File: src/rtl/mem_wb_pkg.sv
// Shared definitions for the MEM/WB stage: onehot bit positions, response FSM
// encoding and the default reset PC.
package mem_wb_pkg;

  // sel_wbdata bit positions
  localparam int SEL_ALU   = 0;
  localparam int SEL_LOAD  = 1;
  localparam int SEL_LINK  = 2;
  localparam int SEL_MERGE = 3;

  // lubhw_con bit positions
  localparam int LD_LW  = 0;
  localparam int LD_LB  = 1;
  localparam int LD_LBU = 2;
  localparam int LD_LH  = 3;
  localparam int LD_LHU = 4;

  // onehot: LWL at offset k is bit k, LWR at offset k is bit 4+k
  localparam int LWL_BASE = 0;
  localparam int LWR_BASE = 4;

  localparam logic [31:0] RESET_PC_DEFAULT = 32'hbfc0_0000;

  typedef enum logic [1:0] {
    ST_IDLE   = 2'd0,
    ST_WAIT   = 2'd1,
    ST_HOLD   = 2'd2,
    ST_CANCEL = 2'd3
  } state_t;

endpackage

File: src/rtl/mem_wb_stage_load_align.sv
// Combinational load alignment: sign/zero extension for LB/LBU/LH/LHU/LW and
// the LWL/LWR merge of the read word with the old rt value.
module mem_wb_stage_load_align
  import mem_wb_pkg::*;
(
  input  logic [31:0] word,
  input  logic [31:0] rt,
  input  logic [1:0]  off,
  input  logic [4:0]  lubhw_con,
  input  logic [7:0]  onehot,
  output logic [31:0] ext_word,
  output logic [31:0] merge_word
);

  logic [31:0] shifted;
  logic [7:0]  byte_sel;
  logic [15:0] half_sel;

  assign shifted  = word >> {off, 3'b000};
  assign byte_sel = shifted[7:0];
  assign half_sel = off[1] ? word[31:16] : word[15:0];

  always_comb begin
    if (lubhw_con[LD_LB]) begin
      ext_word = {{24{byte_sel[7]}}, byte_sel};
    end else if (lubhw_con[LD_LBU]) begin
      ext_word = {24'h0, byte_sel};
    end else if (lubhw_con[LD_LH]) begin
      ext_word = {{16{half_sel[15]}}, half_sel};
    end else if (lubhw_con[LD_LHU]) begin
      ext_word = {16'h0, half_sel};
    end else if (lubhw_con[LD_LW]) begin
      ext_word = word;
    end else begin
      ext_word = 32'h0;
    end
  end

  always_comb begin
    case (onehot)
      8'b0000_0001: merge_word = {word[7:0],  rt[23:0]};
      8'b0000_0010: merge_word = {word[15:0], rt[15:0]};
      8'b0000_0100: merge_word = {word[23:0], rt[7:0]};
      8'b0000_1000: merge_word = word;
      8'b0001_0000: merge_word = word;
      8'b0010_0000: merge_word = {rt[31:24], word[31:8]};
      8'b0100_0000: merge_word = {rt[31:16], word[31:16]};
      8'b1000_0000: merge_word = {rt[31:8],  word[31:24]};
      default:      merge_word = 32'h0;
    endcase
  end

endmodule

File: src/rtl/mem_wb_stage.sv
// MEM/WB stage: holds the EXE result, waits for load data, aligns it and drives
// the register-file write port. Build option DM_HANDSHAKE_EN enables the
// variable-latency dm_data_ok handshake with its response FSM and read buffer.
module mem_wb_stage
  import mem_wb_pkg::*;
#(
  parameter logic [31:0] RESET_PC = RESET_PC_DEFAULT
) (
  input  logic        clk,
  input  logic        rst,
  input  logic        exe_valid,
  output logic        allowin_mem,
  input  logic        flush,
  input  logic [31:0] aluout_exe,
  input  logic [3:0]  sel_wbdata_exe,
  input  logic [4:0]  lubhw_con_exe,
  input  logic [7:0]  onehot_exe,
  input  logic [31:0] PC_exe,
  input  logic [31:0] NNPC_exe,
  input  logic [4:0]  regnum_exe,
  input  logic [31:0] rt_data_exe,
  input  logic [31:0] dm_rdata,
  input  logic        dm_data_ok,
  input  logic        allowin_wb,
  output logic        wb_valid,
  output logic        rf_we,
  output logic [4:0]  rf_waddr,
  output logic [31:0] rf_wdata,
  output logic [31:0] debug_wb_pc
);

  logic        mem_valid;
  logic [31:0] aluout, pc, nnpc, rt_data;
  logic [3:0]  sel_wbdata;
  logic [4:0]  lubhw_con, regnum;
  logic [7:0]  onehot;

  logic        is_load, ready_go, accept, retire, buf_valid;
  logic [31:0] read_word, ext_word, merge_word, wb_data;
  state_t      state;

  assign is_load = (|lubhw_con) | (|onehot);

`ifdef DM_HANDSHAKE_EN
  state_t      state_next;
  logic [31:0] rdata_buf;
  logic        buf_load, buf_clear;

  assign read_word = buf_valid ? rdata_buf : dm_rdata;
  assign ready_go  = !is_load || dm_data_ok || buf_valid;

  always_ff @(posedge clk) begin
    if (rst) state <= ST_IDLE;
    else     state <= state_next;
  end

  // A data_ok coinciding with a flush in WAIT is the cancelled response itself,
  // so there is nothing left to discard.
  always_comb begin
    state_next = state;
    case (state)
      ST_IDLE: begin
        if (mem_valid && is_load && !flush && !dm_data_ok) state_next = ST_WAIT;
        else if (mem_valid && is_load && !flush && !allowin_wb) state_next = ST_HOLD;
        else state_next = ST_IDLE;
      end
      ST_WAIT: begin
        if (flush) state_next = dm_data_ok ? ST_IDLE : ST_CANCEL;
        else if (dm_data_ok) state_next = allowin_wb ? ST_IDLE : ST_HOLD;
        else state_next = ST_WAIT;
      end
      ST_HOLD:   state_next = (flush || allowin_wb) ? ST_IDLE : ST_HOLD;
      ST_CANCEL: state_next = dm_data_ok ? ST_IDLE : ST_CANCEL;
      default:   state_next = ST_IDLE;
    endcase
  end

  always_comb begin
    buf_load  = (state_next == ST_HOLD) && (state != ST_HOLD);
    buf_clear = (state == ST_HOLD) && (state_next != ST_HOLD);
  end

  always_ff @(posedge clk) begin
    if (rst) begin
      buf_valid <= 1'b0;
      rdata_buf <= 32'h0;
    end else if (buf_load) begin
      buf_valid <= 1'b1;
      rdata_buf <= dm_rdata;
    end else if (buf_clear) begin
      buf_valid <= 1'b0;
    end
  end
`else
  logic unused_ok;
  assign unused_ok = dm_data_ok ^ is_load;
  assign state     = ST_IDLE;
  assign buf_valid = 1'b0;
  assign read_word = dm_rdata;
  assign ready_go  = 1'b1;
`endif

  assign allowin_mem = (state != ST_CANCEL) && (!mem_valid || (ready_go && allowin_wb));
  assign accept      = exe_valid && allowin_mem;
  assign retire      = mem_valid && ready_go && allowin_wb && !flush;

  // flush wins over a simultaneous accept or retire
  always_ff @(posedge clk) begin
    if (rst) begin
      mem_valid  <= 1'b0;
      aluout     <= 32'h0;
      sel_wbdata <= 4'h0;
      lubhw_con  <= 5'h0;
      onehot     <= 8'h0;
      pc         <= 32'h0;
      nnpc       <= 32'h0;
      regnum     <= 5'h0;
      rt_data    <= 32'h0;
    end else begin
      if (flush)       mem_valid <= 1'b0;
      else if (accept) mem_valid <= 1'b1;
      else if (retire) mem_valid <= 1'b0;
      if (accept) begin
        aluout     <= aluout_exe;
        sel_wbdata <= sel_wbdata_exe;
        lubhw_con  <= lubhw_con_exe;
        onehot     <= onehot_exe;
        pc         <= PC_exe;
        nnpc       <= NNPC_exe;
        regnum     <= regnum_exe;
        rt_data    <= rt_data_exe;
      end
    end
  end

  mem_wb_stage_load_align u_align (
    .word       (read_word),
    .rt         (rt_data),
    .off        (aluout[1:0]),
    .lubhw_con  (lubhw_con),
    .onehot     (onehot),
    .ext_word   (ext_word),
    .merge_word (merge_word)
  );

  assign wb_data = ({32{sel_wbdata[SEL_ALU]}}   & aluout)
                 | ({32{sel_wbdata[SEL_LOAD]}}  & ext_word)
                 | ({32{sel_wbdata[SEL_LINK]}}  & nnpc)
                 | ({32{sel_wbdata[SEL_MERGE]}} & merge_word);

  always_ff @(posedge clk) begin
    if (rst) begin
      wb_valid    <= 1'b0;
      rf_we       <= 1'b0;
      rf_waddr    <= 5'h0;
      rf_wdata    <= 32'h0;
      debug_wb_pc <= RESET_PC;
    end else if (retire) begin
      wb_valid    <= 1'b1;
      rf_we       <= (regnum != 5'h0);
      rf_waddr    <= regnum;
      rf_wdata    <= wb_data;
      debug_wb_pc <= pc;
    end else begin
      wb_valid    <= 1'b0;
      rf_we       <= 1'b0;
    end
  end

endmodule

File: config.mk
export PLATFORM = sky130hd
export DESIGN_NAME = mem_wb_stage
export DESIGN_NICKNAME = d
export VERILOG_FILES = /design/src/rtl/mem_wb_pkg.sv /design/src/rtl/mem_wb_stage_load_align.sv /design/src/rtl/mem_wb_stage.sv
export SDC_FILE = /design/constraint.sdc
export NUM_CORES = 1
export LEC_CHECK = 0
export ABC_AREA = 0
export BUFFER_PORTS_ARGS = -buffer_cell sky130_fd_sc_hd__buf_2
export CORE_MARGIN = 2
export CORE_UTILIZATION = 35
export DETAILED_ROUTE_END_ITERATION = 12
export PLACE_DENSITY_LB_ADDON = 0.25
export REMOVE_ABC_BUFFERS = 1
export SETUP_SLACK_MARGIN = 0.15
export SYNTH_ARGS = -nofsm -noshare
export SYNTH_HDL_FRONTEND = slang
export SYNTH_SLANG_ARGS = --single-unit
File: constraint.sdc
create_clock -name clk -period 3.7 [get_ports clk]
set_clock_uncertainty 0.1 [all_clocks]
set_input_delay 0.37 -clock clk [delete_from_list [all_inputs] [get_ports clk]]
set_output_delay 0.37 -clock clk [all_outputs]
set_load 0.005 [all_outputs]
Word-level counts from Yosys, hierarchy flattened --
Cells that the tools add are included.
Operators by class: mux-type cells 10, bitwise gates (word level) 8, add/subtract/negate cells 0, order comparisons 0, multiply operators 0, shifts and indexed selects 1, divide/modulo/power cells 0, reductions and logical operators 11, eq/ne operators 8
Operator list (count):
- $pmux W32 S7 | 1
- $mux W32 | 5
- $and A32 B32 Y32 | 4
- $or A32 B32 Y32 | 3
- $shr A32 B5 Y8 | 1
- $mux W16 | 1
- $eq A8 B1 Y1 const B | 1
- $eq A8 B2 Y1 const B | 1
- $eq A8 B3 Y1 const B | 1
- $eq A8 B4 Y1 const B | 1
- $eq A8 B5 Y1 const B | 1
- $eq A8 B6 Y1 const B | 1
- $eq A8 B7 Y1 const B | 1
- $eq A8 B8 Y1 const B | 1
- $reduce_or A2 Y1 | 3
- $reduce_bool A5 Y1 | 1
- $logic_and A1 B1 Y1 | 3
- $mux W1 | 3
- $logic_not A1 Y1 | 2
- $reduce_bool A2 Y1 | 1
- $logic_or A1 B1 Y1 | 1
- $not A1 Y1 | 1
Storage, ports and cells: memories 0, bits in writable memories 0, latch bits 0, register bits after elaboration 222, input bits 188, logic and storage cells 52, ROM bits 0

Longest topological paths before layout --
Gate-level depths: netlist (run 1).
word-level depth 9, depth in mapped cells 10, gate-level depth less buffers 6

Modules after synthesis --
From an unflattened synthesis (run 1), not the netlist that was laid out.
Second synthesis, totals: cells, all modules 1310, area total of the unflattened synthesis 10561.4 um^2
By module, submodules not included:
- mem_wb_stage | area each 8709.6 um^2, cells an instance 1044, times used 1
- mem_wb_stage_load_align | area each 1851.8 um^2, cells an instance 266, times used 1

Worst setup path before layout (run 1) --
No wires, ideal clock.
path kind reg-to-reg, start point reg onehot[2], end point reg rf_wdata[20], clock period less this slack 2.088 ns, arrival time 1.870 ns, path slack 1.612 ns, buffers on the path 4, required time 3.481 ns, cell stages (with the launch flop) 11, path through dfxtp_1 > nor2b_1 > buf_2 > and3_1 > buf_2 > nand2b_1 > buf_2 > a21oi_2 > buf_2 > a21oi_1 > o221a_2
On the way: cells in the longest elaborated chain, start to end 5
RTL lines:
- from (decl) | RTL line mem_wb_stage.sv:36 | logic [7:0] onehot;
- from (signal assigned) | RTL line mem_wb_stage.sv:127 | onehot <= onehot_exe;
- $eq A8 B4 Y1 or $eq A8 B5 Y1 (tied branches) | RTL line mem_wb_stage_load_align.sv:40 | case (onehot)
- $reduce_or A2 Y1 (no source line)
- $pmux W32 S7 * | RTL line mem_wb_stage_load_align.sv:40
- $and A32 B32 Y32 * | RTL line mem_wb_stage.sv:149 | | ({32{sel_wbdata[SEL_MERGE]}} & merge_word);
- $or A32 B32 Y32 * | RTL line mem_wb_stage.sv:149
- to (signal assigned) | RTL line mem_wb_stage.sv:162 | rf_wdata <= wb_data;
- to (decl) | RTL line mem_wb_stage.sv:28 | output logic [31:0] rf_wdata,
Every way passes the cells marked *; elsewhere a longest branch is shown, timed or not. A chain may end at the register's enable or synchronous reset.

Worst setup path after layout (run 1) --
start point reg onehot[2], end point reg rf_wdata[10]
Same word-level chain as after synthesis.

==> results of run 1 <==
power by group:
| group | switching (W) | total (W) | internal, W | leakage, nW |
|---|---|---|---|---|
| sequential | 0.0000862 | 0.00258 | 0.00250 | 1.82 |
| clock | 0.00106 | 0.00270 | 0.00164 | 0.435 |
| combinational | 0.000458 | 0.000819 | 0.000361 | 3.44 |
path summary, 6_finish.rpt:
| check | start | endpoint | slack (ps) | depth (start not counted) |
|---|---|---|---|---|
| setup / recovery | onehot[2] | rf_wdata[10] | 960 | 6 |
| hold reg to reg | pc[0] | debug_wb_pc[0] | 340 | 2 |
| hold / removal | onehot_exe[5] | onehot[5] | 10 | 3 |
| setup reg to reg | onehot[2] | rf_wdata[10] | 960 | 6 |
worst max-delay path: cells and delay by family, from the launching register on:
family	cells	cell delay [ps]
compound gates	4	1250
simple gates	2	830
flops	1	480
repair_timing:
item | 4_1_cts | 5_1_grt
hold buffers | 146 | 0
endpoints found under the hold margin | 146 | 0
resized for setup | 0 | 0
endpoints found under the setup margin | 0 | 0
through the flow:
step	hold slack (ps)	total power (W)	area (µm²)
3_5_place_dp	343	0.00333	11400
6_report	14.3	0.00611	13800
4_1_cts	2.03	0.00615	13800
5_1_grt	21.5	0.00635	13800
2_1_floorplan	326	0.00297	9350
3_3_place_gp	336	0.00332	11400
cells by family (layout without fill, tap and decap cells):
| group | count (synthesis) | after routing | synth area share [%] |
|---|---|---|---|
| AO/OA/AOI/OAI | 431 | 431 | 29.4 |
| XOR/XNOR | 1 | 1 | 0.0896 |
| buffers and inverters | 110 | 484 | 4.52 |
| flip-flops | 222 | 222 | 45.4 |
| multiplexers | 14 | 14 | 1.45 |
| other | 0 | 4 | 0 |
| AND/OR/NAND/NOR | 462 | 462 | 19.1 |
layout by cell type, fill, tap and decap left out, drive strengths merged, types with 4 or more instances in the layout:
cell / count
nand2b: 4
nand2: 393
inv: 6
a21oi: 208
nor2b: 5
o2bb2ai: 21
o221ai: 10
a221oi: 54
or2: 4
diode: 4
a32oi: 5
o221a: 9
o22ai: 6
buf: 289
mux2i: 13
o21a: 7
o21ai: 23
a22oi: 40
a31oi: 9
a221o: 9
nor2: 26
dfxtp: 222
a211oi: 6
o211a: 15
clkbuf: 34
and3: 4
nand3: 12
dlygate4sd3: 146
flip-flops by register name, indices dropped and copies added (netlist names):
name / flops
sel_wbdata: 4
rf_waddr: 5
nnpc: 32
rt_data: 32
lubhw_con: 5
rf_we: 1
pc: 32
mem_valid: 1
regnum: 5
onehot: 8
wb_valid: 1
debug_wb_pc: 32
aluout: 32
rf_wdata: 32
area by class of cell:
cell class	instances	area share (%)
Multi-Input combinational cell	908	35.7
Sequential cell	222	32.3
Timing Repair Buffer	435	21.8
Clock buffer	34	5.46
Tap cell	378	3.44
Clock inverter	11	1.08
Inverter	4	0.109
Antenna cell	4	0.0727
layer usage:
metal | track usage (%) | share of wire (%) | vias to the layer above
li1 | - | - | 5135
met1 | 32.1 | 44 | 4981
met2 | 38.5 | 46 | 398
met3 | 4.12 | 6.8 | 78
met4 | 9.51 | 3.4 | 0
met5 | 0 | 0 | -
Yosys cell counts (all sizes together), types with 2 or more instances:
master   instances
a22oi           40
o211a           15
o221a            9
nand2          393
a221oi          54
dfxtp          222
o21ai           23
nand3           12
a31o             2
clkbuf          86
o2bb2ai         21
a21oi          208
o22ai            6
nand2b           4
or2              4
or4              2
and3             4
a311oi           2
a221o            9
inv              3
a32oi            5
nor2b            5
o221ai          10
nor3             2
a211oi           6
nor2            26
buf             20
o211ai           2
a31oi            9
nor4             3
o21a             7
mux2i           13
==> key figures, run 1 <==
Global routing
  • Number of antenna violations at the first check in global routing: 2
  • Vias in the first global route: 9810
  • First-pass GRT wire length: 55300 µm
  • Grt ovf: 0
  • GRT Overall Usage: 24.0%
  • Largest net degree at the start of global routing: 84

Die
  • Core Area: 27600 µm²
  • Number of top-level pins: 260
  • Initial Utilization: 35.4%
  • Die area: 29300 µm²
  • Die Wd: 171 µm
  • Standard-cell rows: 61
  • Die height: 171 µm

Clocking
  • CTS tree: done
  • H-tree depth: 1
  • CTS Buffer Depth: 3
  • Post-CTS Setup Repair Bufs: 0
  • Worst skew pair latency: 540 ps
  • Reg clk slew, reported paths: 70 ps
  • CTS buffer count: 26
  • Clock sinks: 222
  • Root Buffer: clkbuf_16

Yosys
  • Post-synth EDFFs: 0
  • Synth unique cells: 54
  • Synthesized instance count: 1240
  • Yosys reg bits: 222
  • Sequential share of the synthesized area: 45.4%
  • Area leader, netlist: dfxtp_1
  • Syn avg cell area: 7.89 µm²
  • Cell area after synthesis: 9780 µm²
  • YS warnings: 0
  • Synth top area share: 45.4%
  • Asr flop ratio synth: 0%
  • Main synth FF type: dfxtp_1
  • Top cells by area, synth: dfxtp_1 (45%), nand2_1 (15%), a21oi_1 (11%), a221oi_1 (4.8%), clkbuf_1 (3.3%)

Setup path
  • Worst Setup End Kind: register
  • Kind of critical path: register to register
  • Max incr delay on CP: 690 ps
  • Worst Path Required: 4080 ps
  • Startpoint Class: register
  • Worst Path Arrival: 3120 ps
  • CP Cell Sequence: nor4_4, nand2_1, o21ai_1, a221oi_1, o221ai_1, o211a_1
  • CP max FO: 12
  • Slowest-stage cell, CP: o21ai_1

Timing
  • Setup TNS: 0 ps
  • Final Hold Fails: 0
  • RSZ-0062 raised after global routing: false
  • Fmax: 0.366 GHz
  • Final setup vio count: 0
  • Slew headroom: 35.0%
  • Period minus WS final: 2740 ps
  • Worst slew pin tran: 974 ps
  • Worst setup margin: 965 ps
  • Tcrit/Tclk final: 73.9%
  • Max-slew violations: 0

Detailed routing
  • Routed Antenna Nets: 0
  • Initial DRT Pass Iterations: 5
  • Total wire length: 36400 µm
  • First DRT Iteration DRCs: 683
  • DRC viols: 0
  • Vias: 10600
  • WL/cell: 18.3 µm
  • Via density: 5.31

Finish
  • Final Non-Filler Cells: 1996
  • Core Util, Final: 49.8%
  • Area Growth Syn to Fin: 40.7%
  • FILL cells: 2750
  • Share of layout cells above drive strength 1: 22.1%
  • Register area: 4440 µm²
  • Nets@finish: 1785
  • Multi-input logic area: 4920 µm²

Outcome
  • Status: completed

Placed design
  • IO Port Bufs: 258
  • Placed Cells: 1801
  • Gp weighted congestion: 0.928
  • Post-detail-place hpwl: 24100 µm
  • Place WS: 1030 ps

Pwr
  • Peak VDD IR: 295 µV
  • Pleak: 5.70 nW
  • P per Cell Area: 444 nW/µm²

Hold path
  • HP Class: primary input to register

Run
  • Maxcap violations: 0
Note: power is estimated with default switching activity, not from simulation.
==> run 2, diff against run 1 <==
==> constraint.sdc (replaced) <==
create_clock -name clk -period 2.5 [get_ports clk]
set_clock_uncertainty 0.1 [all_clocks]
set_input_delay 0.25 -clock clk [delete_from_list [all_inputs] [get_ports clk]]
set_output_delay 0.25 -clock clk [all_outputs]
set_load 0.005 [all_outputs]
==> run 2 against run 1 <==
Against the previous run:
- sequential power up 47%
- via count grew 2.1%
- global-route usage grew 0.21 points
- largest cell class unchanged
- critical endpoint is now rf_wdata[13]
- count of clock-buffer cells in the layout is 5 higher
- hold slack improved by 99 ps
- final area up 4.3%
- sequential share of layout area is 1.3 points lower
==> key figures, run 2 (synthesis gave the netlist of run 1 again) <==
Setup path
  • Max incr delay on CP: 510 ps (was 690 ps)
  • Worst Path Arrival: 2710 ps (was 3120 ps)
  • CP max FO: 12 (unchanged)
  • Top Family by Delay on Critical Path: simple AND/OR/NAND/NOR gates (was compound AO/OA/AOI/OAI gates)
  • CP bufs+invs: 2 (was 0)
  • Startpoint Class: register (unchanged)
  • Slowest-stage cell, CP: or4_4 (was o21ai_1)
  • CP Cell Sequence: buf_6, or4_4, or3_4, o22ai_4, buf_12, a21oi_4, o221ai_2, o211a_1 (was nor4_4, nand2_1, o21ai_1, a221oi_1, o221ai_1, o211a_1)
  • Worst Setup End Kind: register (unchanged)
  • Worst Path Required: 2870 ps (was 4080 ps)
  • Kind of critical path: register to register (unchanged)

Die
  • Initial Utilization: 35.4% (unchanged)
  • Die area: 29300 µm² (unchanged)
  • Die height: 171 µm (unchanged)
  • Number of top-level pins: 260 (unchanged)
  • Core Area: 27600 µm² (unchanged)
  • Standard-cell rows: 61 (unchanged)
  • Die Wd: 171 µm (unchanged)

Global routing
  • Number of antenna violations at the first check in global routing: 1 (was 2)
  • Vias in the first global route: 10400 (was 9810)
  • First-pass GRT wire length: 56100 µm (was 55300 µm)
  • GRT Overall Usage: 24.2% (was 24.0%)
  • Largest net degree at the start of global routing: 151 (was 84)
  • Grt ovf: 0 (unchanged)

Timing
  • Final setup vio count: 0 (unchanged)
  • Period minus WS final: 2340 ps (was 2740 ps)
  • Worst setup margin: 163 ps (was 965 ps)
  • Fmax: 0.428 GHz (was 0.366 GHz)
  • Hold WS: 113 ps (was 14.3 ps)
  • Tcrit/Tclk final: 93.5% (was 73.9%)
  • Slew headroom: 57.6% (was 35.0%)
  • RSZ-0062 raised after global routing: true (was false)
  • Max-slew violations: 0 (unchanged)
  • Final Hold Fails: 0 (unchanged)
  • Worst slew pin tran: 629 ps (was 974 ps)

Placed design
  • Placed Cells: 1813 (was 1801)
  • Gp weighted congestion: 0.913 (was 0.928)
  • IO Port Bufs: 258 (unchanged)
  • Place WS: -42.6 ps (was 1030 ps)
  • Post-detail-place hpwl: 23800 µm (was 24100 µm)

Detailed routing
  • DRC viols: 0 (unchanged)
  • Initial DRT Pass Iterations: 8 (was 5)
  • Total wire length: 37500 µm (was 36400 µm)
  • First DRT Iteration DRCs: 854 (was 683)
  • Via density: 5.31 (about the same)
  • Routed Antenna Nets: 0 (unchanged)
  • Vias: 10800 (was 10600)
  • WL/cell: 18.4 µm (was 18.3 µm)

Clocking
  • Clock sinks: 222 (unchanged)
  • H-tree depth: 1 (unchanged)
  • CTS tree: done (unchanged)
  • CTS buffer count: 26 (unchanged)
  • Root Buffer: clkbuf_16 (unchanged)
  • Reg clk slew, reported paths: 60 ps (was 70 ps)
  • Worst skew pair latency: 540 ps (about the same)
  • CTS Buffer Depth: 3 (unchanged)

Finish
  • Final Non-Filler Cells: 2038 (was 1996)
  • Area Growth Syn to Fin: 46.7% (was 40.7%)
  • Share of layout cells above drive strength 1: 23.7% (was 22.1%)
  • Nets@finish: 1827 (was 1785)
  • Most frequent cells in the layout: nand2_1 (391), buf_2 (257), dfxtp_1 (220) (was nand2_1 (392), buf_2 (257), dfxtp_1 (222))
  • Commonest non-fill, non-tap cell in the layout: nand2_1 (unchanged)

Outcome
  • Status: completed (unchanged)

Pwr
  • Pleak: 5.96 nW (was 5.70 nW)
  • Peak VDD IR: 494 µV (was 295 µV)
  • P per Cell Area: 630 nW/µm² (was 444 nW/µm²)

Run
  • Maxcap violations: 0 (unchanged)

Hold path
  • HP Class: primary input to register (unchanged)
[run 2: metal layers]
layer	vias up	share of wire (%)	global-route usage [%]
met4	0	2.9	8.11
li1	5233	-	-
met2	413	46	39.3
met1	5096	44	32.0
met3	70	7.2	5.11
met5	-	0	0
[run 2: area by class of cell]
type | count | area, µm²
fillers | 2699 | 13300
multi-input cells | 910 | 5050
flip-flops and latches | 222 | 4450
repair buffers | 475 | 3490
clock buffers | 39 | 771
well taps | 378 | 473
clock inverters | 9 | 105
inverters | 4 | 15.0
diodes | 1 | 2.50
[run 2: final timing paths]
kind	startpoint	to	slack, ps	depth (start not counted)
max reg2reg	onehot[7]	rf_wdata[13]	160	8
min reg2reg	pc[9]	debug_wb_pc[9]	350	2
min	dm_rdata[6]	rf_wdata[6]	110	4
max	onehot[7]	rf_wdata[13]	160	8
[run 2: repair_timing]
action                     4_1_cts  5_1_grt
hold buffers                   168        0
setup buffers                    0        5
cloned                           1        2
hold endpoints to repair       167        0
resized for setup                4       26
pin swaps                        0        8
setup endpoints to repair       24       40
[run 2: power breakdown]
part	internal (W)	switching, W	leakage [nW]
combinational	0.000610	0.000748	3.72
sequential	0.00370	0.000107	1.82
clock	0.00233	0.00154	0.429
total	0.00664	0.00239	5.96
[run 2: worst reg2reg max path: cells and delay by family (launching register included)]
kind	cells	cell delay, ps
compound gates	4	640
simple gates	2	910
buf+inv	2	280
flops	1	330
[run 2: per-stage QoR]
| step | setup TNS [ps] | utilization (%) | area (µm²) | power, W |
|---|---|---|---|---|
| 3_3_place_gp | -14.0 | 41.9 | 11600 | 0.00494 |
| 3_5_place_dp | -159 | 41.9 | 11600 | 0.00495 |
| 2_1_floorplan | -166380 | - | 9350 | 0.00439 |
| 5_1_grt | 0 | 51.9 | 14400 | 0.00940 |
| 4_1_cts | 0 | 51.2 | 14200 | 0.00905 |
| 6_report | 0 | 51.9 | 14400 | 0.00904 |
